===== config.mk =====
export PLATFORM = sky130hd
export DESIGN_NAME = mem_flat
export DESIGN_NICKNAME = d
export VERILOG_FILES = /design/src/rtl/mem_if.sv /design/src/rtl/mem.sv /design/src/flat_wrapper.sv
export SDC_FILE = /design/constraint.sdc
export NUM_CORES = 1
export LEC_CHECK = 0
export CORE_UTILIZATION = 26
export DETAILED_ROUTE_END_ITERATION = 8
export SETUP_SLACK_MARGIN = 0.05
export SYNTH_ARGS = -nofsm -noshare
export SYNTH_HDL_FRONTEND = slang
export SYNTH_SLANG_ARGS = --single-unit

===== constraint.sdc =====
create_clock -name clk -period 3.4 [get_ports clk]
set_input_delay 0.51 -clock clk [delete_from_list [all_inputs] [get_ports clk]]
set_output_delay 0.51 -clock clk [all_outputs]
set_load 0.02 [all_outputs]

===== src/rtl/mem_if.sv =====
// Bus bundle for the LIFO stack: chip select, push/pop select, write data
// and the registered pop data. The master drives operations, the stack is the slave.
interface mem_if #(
    parameter int WIDTH = 8
);
    logic             cs;
    logic             p_p;
    logic [WIDTH-1:0] datain;
    logic [WIDTH-1:0] dataout;

    modport master (
        output cs,
        output p_p,
        output datain,
        input  dataout
    );

    modport slave (
        input  cs,
        input  p_p,
        input  datain,
        output dataout
    );
endinterface


===== src/rtl/mem.sv =====
// LIFO stack of DEPTH words of WIDTH bits. The stack pointer counts valid
// entries (0..DEPTH). A pop registers the top word onto dataout on the same
// edge. Pushes when full and pops when empty are silently dropped.
module mem #(
    parameter int WIDTH = 8,
    parameter int DEPTH = 16
) (
    input  logic  clk,
    input  logic  reset,
    mem_if.slave  bus
);
    localparam int          AW      = $clog2(DEPTH);
    localparam logic [AW:0] SP_FULL = (AW+1)'(DEPTH);
    localparam logic [AW:0] SP_ONE  = (AW+1)'(1);

    typedef enum logic [1:0] {
        OP_NONE,
        OP_PUSH,
        OP_POP
    } op_e;

    logic [WIDTH-1:0] stack_q [DEPTH];
    logic [AW:0]      sp_q, sp_d;
    logic [WIDTH-1:0] dataout_q, dataout_d;
    logic             empty, full;
    op_e              op;
    logic [AW-1:0]    wr_addr, rd_addr;

    // Decode the operation for this edge and compute next pointer / output.
    // NOTE: every signal gets a default first so no path leaves it unassigned,
    // which would otherwise infer a latch.
    always_comb begin
        empty     = (sp_q == '0);
        full      = (sp_q == SP_FULL);
        op        = OP_NONE;
        sp_d      = sp_q;
        dataout_d = dataout_q;
        // Below DEPTH the low bits of sp address the next free slot; at
        // sp == DEPTH the low bits wrap to 0 so subtracting one gives DEPTH-1.
        wr_addr   = sp_q[AW-1:0];
        rd_addr   = sp_q[AW-1:0] - AW'(1);

        if (bus.cs) begin
            if (bus.p_p && !full) begin
                op = OP_PUSH;
            end else if (!bus.p_p && !empty) begin
                op = OP_POP;
            end
        end

        case (op)
            OP_PUSH: sp_d = sp_q + SP_ONE;
            OP_POP: begin
                sp_d      = sp_q - SP_ONE;
                dataout_d = stack_q[rd_addr];
            end
            default: ;
        endcase
    end

    // Pointer and output register with asynchronous active-low reset.
    // NOTE: sequential state uses non-blocking assignments so every flop
    // samples the pre-edge values regardless of statement order.
    always_ff @(posedge clk or negedge reset) begin
        if (!reset) begin
            sp_q      <= '0;
            dataout_q <= '0;
        end else begin
            sp_q      <= sp_d;
            dataout_q <= dataout_d;
        end
    end

    // Stack storage write port; writes are blocked while reset is asserted.
    // NOTE: the storage array is deliberately not reset -- with sp at 0 its
    // contents are unreachable, and leaving it unreset lets it map to RAM.
    always_ff @(posedge clk) begin
        if (reset && op == OP_PUSH) begin
            stack_q[wr_addr] <= bus.datain;
        end
    end

    assign bus.dataout = dataout_q;

endmodule


===== src/flat_wrapper.sv =====
// flat-port wrapper written by rule: the top's interface ports become plain ports
module mem_flat 
#(
    parameter int WIDTH = 8,
    parameter int DEPTH = 16
)
  (clk, reset, bus_cs, bus_p_p, bus_datain, bus_dataout);
  mem_if #(.WIDTH(WIDTH)) bus_i ();
  input  logic clk;
  input  logic reset;
  input wire logic [$bits(bus_i.cs)-1:0] bus_cs;
  input wire logic [$bits(bus_i.p_p)-1:0] bus_p_p;
  input wire logic [$bits(bus_i.datain)-1:0] bus_datain;
  output wire logic [$bits(bus_i.dataout)-1:0] bus_dataout;
  assign bus_i.cs = bus_cs;
  assign bus_i.p_p = bus_p_p;
  assign bus_i.datain = bus_datain;
  assign bus_dataout = bus_i.dataout;
  mem #(.WIDTH(WIDTH), .DEPTH(DEPTH)) u_core (.clk(clk), .reset(reset), .bus(bus_i));
endmodule

; Yosys cells after proc, flatten, opt, wreduce, memory -nomap -nowiden
; Memories as Yosys holds them, arrays and structs flattened. A register that Yosys moved wholly into a read port is not among the register bits.
; Cells that the tools add are included.
[totals]
ff_bits = 5
ramBits = 128
in_bits = 12
output_inout_bits = 8
n_memories = 1
[mem_list]
columns = memory, depth, word_bits, read_ports, rd_clocked_by_memory_dff, write_ports, line_no
row1 = u_core.stack_q, 16, 8, 1, 1, 1, mem.sv:22  ; logic [WIDTH-1:0] stack_q [DEPTH];
[classes]
addsub = 3
eq_ne = 3
n_mux = 6
reduce_logical = 9
[op_table]
columns = op, count
row1 = $pmux W5 S2, 1
row2 = $mux W2, 3
row3 = $add A5 B1 Y5 const B, 1
row4 = $eq A5 B5 Y1 const B, 1
row5 = $logic_not A5 Y1, 1
row6 = $sub A5 B1 Y5 const B, 1
row7 = $logic_not A1 Y1, 4
row8 = $sub A4 B1 Y4 const B, 1
row9 = $logic_and A1 B1 Y1, 3
row10 = $eq A2 B1 Y1 const B, 1
row11 = $eq A2 B2 Y1 const B, 1
row12 = $mux W1, 2
row13 = $reduce_bool A2 Y1, 1

; Depth between registers and ports, before layout
[logic_depth]
word_depth = 10
ltp_mapped = 12
depth_no_buf = 10

; Least setup slack after synthesis
; No wires, ideal clock.
[synth_path]
path_type = reg2reg
startpoint = register u_core.sp_q[0]
endpoint = register u_core.sp_q[4]
setup_time_ps = 80
arrival_ps = 2577
required_time_ps = 3320
slack_ps = 743
path_stages_with_launch = 13
path_buffers = 2
period_less_slack_ps = 2657
cell_sequence = dfrtp_1 > buf_2 > inv_1 > ha_1 > or3b_4 > o21ai_2 > buf_2 > fa_1 > inv_1 > a21o_1 > a21oi_1 > mux2i_1 > xnor2_1
[synth_via]
elab_chain_len = 8
word_cells_on_any_way = 15
classes_between = add/sub (2) / eq/ne (3) / mux (4) / reduce/logical (6)
[synth_lines]
columns = item, line_no
row1 = "start, declared", mem.sv:23  ; logic [AW:0] sp_q, sp_d;
row2 = "start signal, assigned", mem.sv:69  ; sp_q <= sp_d;
row3 = $logic_not A5 Y1, mem.sv:33  ; empty = (sp_q == '0);
row4 = $logic_not A1 Y1, mem.sv:46  ; end else if (!bus.p_p && !empty) begin
row5 = $logic_and A1 B1 Y1, mem.sv:46
row6 = $mux W2, mem.sv:46
row7 = $mux W2, mem.sv:44  ; if (bus.p_p && !full) begin
row8 = $mux W2, mem.sv:43  ; if (bus.cs) begin
row9 = $eq A2 B2 Y1 / $eq A2 B1 Y1 (equally long branches), mem.sv:51  ; case (op)
row10 = $pmux W5 S2 / $reduce_bool A2 Y1 (equally long branches), --
; Parallel ways exist; a longest one is shown, timed or not.
; A chain may end at the register's enable or synchronous reset.

; Worst setup path after layout
; Same ends and word-level chain as after synthesis.

==> metrics.txt <==
syn avg cell area=around 15 um^2; worst path cell trace=inv_1, ha_1, or3b_4, o21ai_2, inv_2, ha_1, a21o_1, a21oi_1, mux2i_1, xnor2_1; Sw Ratio=between 30% and 40%; reg-to-reg endpoint=u_core.sp_q[4]; post-synthesis simple-gate area fraction=9.34%; die width=between 150 and 200 um; Pleak=2.38 nW; wire per inst=17.7 um; Die Ht=150 um; Synth Area in Compound Gates=5.19%; Buffers on Ports=19; Achievable Freq=roughly 340 MHz; I/O pin total=20; hold buffers post-CTS=0; Crit path required time=approximately 3.7 ns; layout cells sized above 1=between 10% and 20%; TritonCTS Buffers=17; Die ar.=around 0.023 mm^2; critical path's most frequent cell=ha_1; main combinational cell family by area after synthesis=simple AND/OR/NAND/NOR gates; Starting Density=roughly 27%; via count=around 3.2k; # setup viols final=0; internal power=roughly 3.8 mW; hold_ws=0.432 ns; first-pass GRT wire length=about 19 mm; vias in the first global route=approximately 3.2k; Clk Latency, worst-skew pair=~0.43 ns; diode count=0; final HPWL from detailed placement=a little over 8 mm; arrival time at the worst endpoint=approximately 3.3 ns; Combinational Power Share=between 30% and 40%; Final #Nets=433; Worst Setup SP=u_core.sp_q[0]; hold violation total from the final report=0; crit-path max FO=12; CTS max path bufs=2; Post-Syn Area=0.00573 mm^2; switching pwr=just over 2 mW; synthesized instance count=380; unrepaired setup endpoints after global routing=false; CP Launch Type=register; Synthesis Warnings=0; Syn-to-layout area delta=18.3%; CORE AREA=around 0.021 mm^2; initial antenna violation count=0; min Tclk post-route=slightly below 3 ns; Post-Synth XOR/XNOR Area=under 10%; Total Routing Usage GR=about an eighth; post-synthesis mux area share=about 7.5%; CTS root buffer=clkbuf_16; drt first pass iters=4; share of the synthesized area in the top cell type=between 60% and 70%; CTS tree=done; Max stage delay on crit path=between 0.5 and 0.6 ns; Sink Count=~140; area of the multi-input gates=between 0.001 and 0.0015 mm^2; Layout fillers=slightly above 2k; synth top area cells=edfxtp_1 (67%), mux2i_1 (6.5%), dfrtp_1 (5.7%); Worst setup EP type=register; Reg2Reg Depth=10; clk slew on worst S/H paths=0.06 ns; crit path kind=reg -> reg; post-synth cell types=33; Sequential cell area=0.00417 mm^2; P per Cell Area=a little under 900 mW/mm^2; cell taking the most area after synthesis=edfxtp_1; postcts setup bufs=0; # resized after CTS=0; period utilization=87.5%; DR DRC count=0; Worst VDD drop=about 0.00034 V; drt total wl=12.4 mm; worst-margin pin slew=between 0.8 and 0.9 ns; Adder-Cell Fraction of Synth Area=approximately 2.1%; syn_nets=around 400; total grt overflow=0; Power, Total=roughly 5.9 mW; H-tree depth=4; Crit-path slowest cell=dfrtp_1; initial drt markers=261; largest net degree at the start of global routing=33; clock skew=between 0.02 and 0.03 ns; Core Rows=53; r2r setup slk=0.43 ns; worst min path class=in -> async; post-route ant nets=0; max-slew violations=0; clock share of power=27.5%; MaxCap Viol Count=0; sequential area share after synthesis=72.7%; reg-to-reg critical path startpoint=u_core.sp_q[0]; Sequential Power Share=36.7%; synthesis-stage register bit count=between 100 and 150; drt via density=about 4.6; Final GP Congestion=0.853; status=completed; max_slew headroom=44.5%; Sum Neg Setup Slack=0 ns
## how the worst max path moves through the flow
stage,to,slack [ns]
floorplan,u_core.sp_q[4],0.74
global placement,u_core.sp_q[4],0.53
detailed placement,u_core.sp_q[4],0.40
CTS,u_core.sp_q[4],0.40
global route,u_core.sp_q[4],0.24
finish,u_core.sp_q[4],0.43
## routing by layer
layer	global-route usage, %	routed length [um]
met4	5.86	153
met5	0	0
met3	3.91	710
met1	14.8	5580
met2	18.2	5930
## power by group through the flow
stage | logic, mW | clock network, mW | registers, mW
2_1_floorplan | 1.51 | 0 | 2.16
3_3_place_gp | 2.08 | 0 | 2.19
3_5_place_dp | 2.13 | 0 | 2.20
4_1_cts | 2.13 | 1.65 | 2.16
5_1_grt | 2.28 | 1.73 | 2.18
6_report | 2.11 | 1.62 | 2.17
## final cells by class
class                           instances  share of cell area, %
Sequential cell                       141                   61.5
Multi-Input combinational cell        217                   21.5
Clock buffer                           21                   6.49
Tap cell                              275                   5.07
Timing Repair Buffer                   30                   4.02
Clock inverter                         11                   1.13
Inverter                                5                  0.277
## worst max-delay path: cells and delay by family, from the launching register on
family	cells	cell delay [ns]
xor gates and xnor gates	1	0.13
adders and majority gates	2	0.52
muxes	1	0.24
and+or+nand+nor	1	0.39
AOI/OAI and AO/OA	3	0.80
buffers and inverters	2	0.28
DFF	1	0.54
## through the flow
| stage | cell area (um^2) | worst slack [ns] | std cells | util [%] |
|---|---|---|---|---|
| floorplan | 5730 | 0.743 | 380 | - |
| global placement | 6260 | 0.531 | 668 | 29.4 |
| detailed placement | 6260 | 0.399 | 668 | 29.4 |
| CTS | 6780 | 0.403 | 700 | 31.9 |
| global route | 6780 | 0.235 | 700 | 31.9 |
| finish | 6780 | 0.426 | 700 | 31.9 |
## registers in the layout, indices dropped and copies added (netlist names)
name	cells
u_core.stack_q	128
u_core.bus.dataout	8
u_core.sp_q	5
## cell usage after synthesis
master      n
edfxtp_1  128
nand2_1    64
mux2i_1    37
nor2_1     21
nand3_1    16
a22oi_1    15
a32oi_1    15
dfrtp_1    13
ha_1        8
nand4_1     8
clkbuf_1    6
buf_2       5
nor3_1      5
a21oi_1     4
buf_1       4
inv_1       4
xnor2_1     4
and2_1      3
a21o_1      2
buf_6       2
mux4_2      2
nand2b_1    2
nor2b_1     2
fa_1        1
inv_2       1
mux2_4      1
o211a_1     1
o21ai_2     1
or2_1       1
or3b_4      1
xnor2_2     1
xor2_1      1
xor2_2      1
## cell usage in the layout, fill, tap and decap left out, drive strengths merged
master,instances
clkdlybuf4s50,19
o21ai,1
edfxtp,128
nor3,5
inv,5
a32oi,15
ha,8
mux4,2
clkinv,10
nand4,8
o211a,1
nor2,21
or3b,1
and2,3
a21oi,4
mux2i,37
xor2,2
fa,1
clkbuf,21
dfrtp,13
a22oi,15
a21o,2
nand2b,2
buf,11
nand3,16
xnor2,5
mux2,1
nor2b,2
or2,1
nand2,64
bufinv,1
## cells by family after synthesis
group / after synthesis
xor+xnor: 7
compound gates: 38
fa+ha+maj: 9
buf+inv: 22
flops: 141
mux: 40
simple gates: 123
Note: power is estimated with default switching activity, not from simulation.
